## config.mk

```make
export PLATFORM = sky130hd
export DESIGN_NAME = multi_int_ctrl
export DESIGN_NICKNAME = d
export VERILOG_FILES = /design/src/rtl/multi_int_ctrl.sv
export SDC_FILE = /design/constraint.sdc
export NUM_CORES = 1
export LEC_CHECK = 0
export BUFFER_PORTS_ARGS = -buffer_cell sky130_fd_sc_hd__buf_2
export CAP_MARGIN = 25
export CORE_ASPECT_RATIO = 0.7
export CORE_MARGIN = 2
export CORE_UTILIZATION = 41
export CTS_BUF_LIST = sky130_fd_sc_hd__clkbuf_4
export CTS_CLUSTER_SIZE = 8
export DETAILED_ROUTE_END_ITERATION = 10
export GPL_ROUTABILITY_DRIVEN = 0
export PLACE_DENSITY = 0.79
export SKIP_CTS_REPAIR_TIMING = 1
export SLEW_MARGIN = 20
export SYNTH_ARGS = -nofsm -noshare
export SYNTH_HDL_FRONTEND = slang
export SYNTH_SLANG_ARGS = --single-unit
```

## constraint.sdc

```tcl
create_clock -name clk -period 1.5 [get_ports clk]
set_input_delay 0.3 -clock clk [delete_from_list [all_inputs] [get_ports clk]]
set_output_delay 0.3 -clock clk [all_outputs]
set_load 0.02 [all_outputs]
```

## src/rtl/multi_int_ctrl.sv

```systemverilog
// Prioritised multi-channel interrupt controller: latches request edges, arbitrates,
// injects a push/drain micro-sequence into fetch, then redirects the PC to the vector.
module multi_int_ctrl #(
    parameter int unsigned          N_CH          = 4,
    parameter int unsigned          INSTR_W       = 16,
    parameter int unsigned          PC_W          = 32,
    parameter logic [PC_W-1:0]      VEC_BASE      = '0,
    parameter int unsigned          VEC_STRIDE    = 2,
    parameter logic [INSTR_W-1:0]   PUSH_HI_INSTR = '0,
    parameter logic [INSTR_W-1:0]   PUSH_LO_INSTR = '0,
    parameter logic [INSTR_W-1:0]   NOP_INSTR     = '0,
    parameter int unsigned          DRAIN_CYCLES  = 3
) (
    input  logic               clk,
    input  logic               reset,
    input  logic [N_CH-1:0]    int_req,
    input  logic [N_CH-1:0]    int_mask,
    input  logic               hold,
    input  logic               rti_done,
    output logic               pc_stop,
    output logic [INSTR_W-1:0] instruction,
    output logic               pc_change,
    output logic [PC_W-1:0]    pc_value,
    output logic [N_CH-1:0]    ack,
    output logic               in_service,
    output logic [N_CH-1:0]    pending
);

    localparam int unsigned CH_W  = (N_CH > 1) ? $clog2(N_CH) : 1;
    localparam int unsigned CNT_W = (DRAIN_CYCLES > 1) ? $clog2(DRAIN_CYCLES) : 1;
    localparam logic [N_CH-1:0] CH0_BIT = N_CH'(1);

    typedef enum logic [2:0] {
        StIdle,
        StPushHi,
        StPushLo,
        StDrain,
        StVec,
        StActive
    } state_e;

    state_e             state_q, state_d;
    logic [N_CH-1:0]    req_q, req_d;
    logic [N_CH-1:0]    pending_q, pending_d;
    logic [CH_W-1:0]    sel_ch_q, sel_ch_d;
    logic [CNT_W-1:0]   cnt_q, cnt_d;

    logic               pc_stop_q, pc_stop_d;
    logic [INSTR_W-1:0] instruction_q, instruction_d;
    logic               pc_change_q, pc_change_d;
    logic [PC_W-1:0]    pc_value_q, pc_value_d;
    logic [N_CH-1:0]    ack_q, ack_d;
    logic               in_service_q, in_service_d;

    logic [N_CH-1:0]    req_edge;
    logic [N_CH-1:0]    cand;
    logic [N_CH-1:0]    clr_mask;
    logic [CH_W-1:0]    pick_ch;

    always_comb begin
        req_d    = int_req;
        req_edge = int_req & ~req_q;
        cand     = pending_q & int_mask;

        // Descending scan so the lowest set index wins.
        pick_ch = '0;
        for (int i = int'(N_CH) - 1; i >= 0; i--) begin
            if (cand[i]) begin
                pick_ch = CH_W'(i);
            end
        end

        state_d  = state_q;
        sel_ch_d = sel_ch_q;
        cnt_d    = cnt_q;
        clr_mask = '0;

        unique case (state_q)
            StIdle: begin
                if ((cand != '0) && !hold) begin
                    state_d  = StPushHi;
                    sel_ch_d = pick_ch;
                end
            end
            StPushHi: state_d = StPushLo;
            StPushLo: begin
                state_d = StDrain;
                cnt_d   = CNT_W'(DRAIN_CYCLES - 1);
            end
            StDrain: begin
                if (cnt_q == '0) begin
                    state_d = StVec;
                end else begin
                    cnt_d = cnt_q - 1'b1;
                end
            end
            StVec: begin
                state_d  = StActive;
                clr_mask = CH0_BIT << sel_ch_q;
            end
            StActive: begin
                if (rti_done) begin
                    state_d = StIdle;
                end
            end
            default: state_d = StIdle;
        endcase

        // A fresh edge in the clearing cycle must survive, so set is applied last.
        pending_d = (pending_q & ~clr_mask) | req_edge;

        // Outputs are registered: decode them from the state being entered.
        pc_stop_d     = (state_d == StPushHi) || (state_d == StPushLo) ||
                        (state_d == StDrain)  || (state_d == StVec);
        pc_change_d   = (state_d == StVec);
        in_service_d  = (state_d == StActive);
        pc_value_d    = '0;
        ack_d         = '0;
        instruction_d = NOP_INSTR;

        unique case (state_d)
            StPushHi: instruction_d = PUSH_HI_INSTR;
            StPushLo: instruction_d = PUSH_LO_INSTR;
            StVec: begin
                pc_value_d = VEC_BASE + (PC_W'(sel_ch_d) * PC_W'(VEC_STRIDE));
                ack_d      = CH0_BIT << sel_ch_d;
            end
            default: instruction_d = NOP_INSTR;
        endcase
    end

    always_ff @(posedge clk) begin
        if (reset) begin
            state_q       <= StIdle;
            req_q         <= '0;
            pending_q     <= '0;
            sel_ch_q      <= '0;
            cnt_q         <= '0;
            pc_stop_q     <= 1'b0;
            instruction_q <= NOP_INSTR;
            pc_change_q   <= 1'b0;
            pc_value_q    <= '0;
            ack_q         <= '0;
            in_service_q  <= 1'b0;
        end else begin
            state_q       <= state_d;
            req_q         <= req_d;
            pending_q     <= pending_d;
            sel_ch_q      <= sel_ch_d;
            cnt_q         <= cnt_d;
            pc_stop_q     <= pc_stop_d;
            instruction_q <= instruction_d;
            pc_change_q   <= pc_change_d;
            pc_value_q    <= pc_value_d;
            ack_q         <= ack_d;
            in_service_q  <= in_service_d;
        end
    end

    assign pc_stop     = pc_stop_q;
    assign instruction = instruction_q;
    assign pc_change   = pc_change_q;
    assign pc_value    = pc_value_q;
    assign ack         = ack_q;
    assign in_service  = in_service_q;
    assign pending     = pending_q;

endmodule

```

* Word-level counts from Yosys, hierarchy flattened
Index checks and enable logic that the tools add are counted.
Word-level totals: bits in registers 54, input port bits 12, output and inout bits 59
Cells by class: $add $sub $neg 1, equal/unequal tests 11, shift-type cells 2, muxes and demuxes 13, bitwise gates (word level) 7, reductions and logical operators 11
Operators by type and width (count):
- 3-bit case mux with 6 select lines | 1
- 2-bit 2-to-1 mux | 7
- 4-bit bitwise AND | 3
- 3-bit by 2-bit == test with 1-bit output (second input constant) | 4
- 3-bit == test (second input constant) | 4
- 3-bit 2-to-1 mux | 3
- 4-bit NOT | 2
- 1-bit by 2-bit << shifter with 4-bit output (first input constant) | 2
- 3-bit by 1-bit == test with 1-bit output (second input constant) | 2
- 4-bit 2-to-1 mux | 1
- 4-bit OR | 1
- 2-bit case mux with 2 select lines | 1
- 4-bit nonzero test | 1
- 3-bit zero test | 1
- 1-bit logical OR | 3
- 2-bit zero test | 1
- 2-bit != test (second input constant) | 1
- 2-bit AND reduction | 1
- 2-bit nonzero test | 1
- 2-bit OR reduction | 1
- 2-bit by 1-bit subtractor with 2-bit output (second input constant) | 1
- 1-bit logical AND | 1
- 1-bit zero test | 1
- 1-bit NOT | 1

* Depth between registers and ports, before layout
depth in word-level cells 9, depth in mapped cells 6, gate-level depth less buffers 6

* Least setup slack after synthesis
OpenSTA, ideal clock, no wires.
path type register -> register, from register state_q[0], to register ack_q[0], in the netlist ack[0], arrival time 1.263 ns, slack 0.122 ns, stages on the path, launching flop included 6, clock period less this slack 1.378 ns, cell sequence dfxtp_1 > buf_6 > nor4_4 > o21ai_2 > a211o_1 > and3b_1
Between the ends: cells in the longest elaborated chain, start to end 5, elaborated cells on any way between the ends 15, those cells by class 6 x eq/ne; 1 x shift; 5 x mux; 1 x bitwise; 2 x reduce/logical
Ends and longest elaborated chain:
- from (decl) | RTL line 42 | state_e state_q, state_d;
- from (signal assigned) | RTL line 134 | state_q <= StIdle;
- from (signal assigned) | RTL line 146 | state_q <= state_d;
- 3-bit == test, or another cell as far along | RTL line 78 | unique case (state_q)
- 3-bit case mux with 6 select lines | RTL line 78
- 3-bit == test | RTL line 121 | unique case (state_d)
- 1-bit NOT (no line)
- 2-bit OR reduction (no line)
- to (signal assigned) | RTL line 155 | ack_q <= ack_d;
- to (decl) | RTL line 52 | logic [N_CH-1:0] ack_q, ack_d;
Several ways; a longest one is shown, not always the timed one. A chain may end at the register's enable or synchronous reset.

* Final worst setup path
from register state_q[2], to register ack_q[0], in the netlist ack[0]
Same word-level chain as after synthesis.

==> flow_summary.json <==
{
  "seqPwrFrac_pct": 56.4,
  "share_of_the_clock_period_used_by_the_worst_path_pct": 93.1,
  "cp_launch_type": "register",
  "total_switching_power_mw": 0.405,
  "unique_masters_post_synth": 34,
  "antenna_found_initial": 0,
  "largest_delay_contributor_family_on_the_critical_path": "simple AND/OR/NAND/NOR gates",
  "pin_count": 71,
  "clk_transition_reported_paths_ns": 0.12,
  "grt_start_max_net_pins": 19,
  "fin_skew_ns": 0.00897,
  "swShare_pct": 32.2,
  "detailroute.via_count": 841,
  "final_common_cell": "sky130_fd_sc_hd__conb_1",
  "clock_insertion_delay_worst_skew_ns": 0.30,
  "ys.warnings.count": 0,
  "clock_sink_count": 24,
  "worstPathCellList": "nor4_4, o21ai_2, a211o_1, and3b_1",
  "total_setup_violations_reported_at_the_end_of_the_flow": 0,
  "post_route_cells_drive_above_1_share_pct": 23.8,
  "final-max-slew-violation-count": 0,
  "multi_input_comb_area_um2": 577,
  "max_clock_freq_mhz": 716,
  "crit_path_top_delay_cell": "sky130_fd_sc_hd__dfxtp_2",
  "insertedDiodeCount": 0,
  "drv.max_cap_violation_count": 0,
  "dp_hpwl_um": 1590,
  "postSynthCellCount": 139,
  "dr.max_layer_used": "met3",
  "start_util_pct": 44.3,
  "core_mm2": 0.00286,
  "setup_tns_ns": 0,
  "cp_slowest_stage_delay_ns": 0.38,
  "cell_chosen_for_the_clock_root": "sky130_fd_sc_hd__clkbuf_4",
  "power.density_cell_area_mw_per_mm2": 980,
  "seq_area_frac_synth_pct": 37.9,
  "clock_path_buffers": 2,
  "critPathKind": "register to register",
  "reg2reg_slack_ns": 0.10,
  "layout.cells.non_filler": 200,
  "design.die.area_mm2": 0.00356,
  "clock_tree_from_tritoncts": "done",
  "postPlaceCellArea_mm2": 0.00125,
  "track_usage_pct": 11.0,
  "final_core_util_pct": 44.8,
  "fillers": 315,
  "area_delta_synth_final_pct": 1.08,
  "cell_internal_pwr_mw": 0.852,
  "required_ns": 1.72,
  "place.detailed.instances": 196,
  "top_library_cells_by_usage_in_the_layout_fill_and_taps_aside": "46 x sky130_fd_sc_hd__conb_1, 24 x sky130_fd_sc_hd__buf_2, 21 x sky130_fd_sc_hd__dfxtp_1",
  "ys_top_cells_by_area": "sky130_fd_sc_hd__dfxtp_1 38%, sky130_fd_sc_hd__buf_4 27%, sky130_fd_sc_hd__a21oi_1 3.2%, sky130_fd_sc_hd__nor2b_1 3.0%, sky130_fd_sc_hd__nand2b_1 2.5%",
  "yosys.area.top_type_share_pct": 37.9,
  "critPathMaxFanout": 6,
  "seq_area_um2": 484,
  "cts-htree-levels": 1,
  "setup_repair_after_global_routing_missed_its_margin": "no",
  "remaining_drc_errors": 0,
  "y_dimension_of_the_die_um": 50.5,
  "postSynthRegisterBits": 24,
  "synth-async-reset-ratio_pct": 0,
  "antenna_violating_nets_post_route": 0,
  "number_of_global_route_vias_before_repair": 677,
  "wire_length_after_detailed_routing_um": 2000,
  "drt_iter0_markers": 35,
  "timing.critical_path.to_type": "register",
  "die_x_um": 70.5,
  "worstPathArrival_ns": 1.61,
  "pwr-share-comb_pct": 22.6,
  "routed-wl-met2_um": 949,
  "postSynth.topFlopCell": "sky130_fd_sc_hd__dfxtp_1",
  "global_route_wire_length_before_repair_um": 3060,
  "fin_crit_ns": 1.40,
  "synth-edff-count": 0,
  "worst_slack_on_hold_paths_ns": 0.215,
  "wl_met1_um": 891,
  "dr_wl_met3_um": 156,
  "tritoncts.num_buffers": 3,
  "final_design_area_no_fill_mm2": 0.00128,
  "critical_path_buf_inv_count": 0,
  "viasPerCell": 4.21,
  "nets": 179,
  "worst_ir_drop_vdd_mv": 0.514,
  "wire_per_inst_um": 9.99,
  "status": "complete, no violations",
  "first_pass_iters": 4,
  "grt_overflow": 0,
  "post_synth_instance_area_mm2": 0.00127,
  "worst_hold_path_type": "input port to register",
  "postSynthAreaPerCell_um2": 9.13,
  "p_leak_nw": 0.626,
  "port_buffers": 24,
  "clkPwrFrac_pct": 20.9,
  "yosys.area.top_type": "sky130_fd_sc_hd__dfxtp_1",
  "hold_viol": 0,
  "rows": 16
}
flip-flops by register name (all words and copies together) (netlist names):
| register | count |
|---|---|
| ack | 4 |
| state_q | 3 |
| pc_change | 1 |
| pc_stop | 1 |
| pending | 4 |
| cnt_q | 2 |
| pc_value | 2 |
| req_q | 4 |
| sel_ch_q | 2 |
| in_service | 1 |
stage by stage:
| stage | setup WS (ns) | power (mW) |
|---|---|---|
| global route | 0.0222 | 1.33 |
| CTS | 0.0667 | 1.26 |
| finish | 0.103 | 1.26 |
| floorplan | 0.122 | 1.04 |
| global placement | 0.0871 | 0.996 |
| detailed placement | 0.0869 | 1.00 |
synth_stat cells, types with 2 or more instances:
library cell / n
sky130_fd_sc_hd__nand2b_1: 5
sky130_fd_sc_hd__buf_4: 46
sky130_fd_sc_hd__nor3b_1: 2
sky130_fd_sc_hd__a21o_1: 2
sky130_fd_sc_hd__clkbuf_1: 2
sky130_fd_sc_hd__a211o_1: 2
sky130_fd_sc_hd__inv_1: 5
sky130_fd_sc_hd__nand2_1: 6
sky130_fd_sc_hd__o41ai_1: 2
sky130_fd_sc_hd__a21oi_1: 8
sky130_fd_sc_hd__nor2b_1: 6
sky130_fd_sc_hd__nor4_1: 3
sky130_fd_sc_hd__and3_2: 2
sky130_fd_sc_hd__dfxtp_1: 24
sky130_fd_sc_hd__nor2_1: 5
final cells by class:
type / count / share of cell area [%]
clock buffer: 3 / 1.76
inverter: 5 / 1.46
multi-input combinational: 106 / 45.0
sequential: 24 / 37.8
tap: 36 / 3.51
timing repair buffer: 26 / 10.5
routing by layer:
layer  track usage (%)  up-vias
met2              17.1       27
met4             0.962        0
li1                  -      428
met5                 0        -
met1              14.4      386
met3              5.22        0
cells by family (layout without fill, tap and decap cells):
family          count (synthesis)  in the layout  share of synthesized area, %
buf+inv                        54             34                          30.2
simple gates                   34             34                          16.4
compound gates                 24             24                          13.5
flops                          24             24                          37.9
fa+ha+maj                       1              1                         0.986
other cells                     1             46                         0.296
mux                             1              1                         0.789
power groups by stage:
stage	Combinational, mW	Clock (mW)	Sequential (mW)
6_report	0.285	0.263	0.709
5_1_grt	0.312	0.306	0.715
4_1_cts	0.279	0.275	0.707
3_5_place_dp	0.279	0	0.722
3_3_place_gp	0.276	0	0.720
2_1_floorplan	0.310	0	0.727
worst paths after layout:
| check | from | endpoint | cells past startpoint |
|---|---|---|---|
| hold reg to reg | req_q[1] | pending[1] | 2 |
| hold / removal | int_req[3] | req_q[3] | 2 |
| setup / recovery | state_q[2] | ack[0] | 4 |
| setup reg to reg | state_q[2] | ack[0] | 4 |
Note: power is estimated with default switching activity, not from simulation.
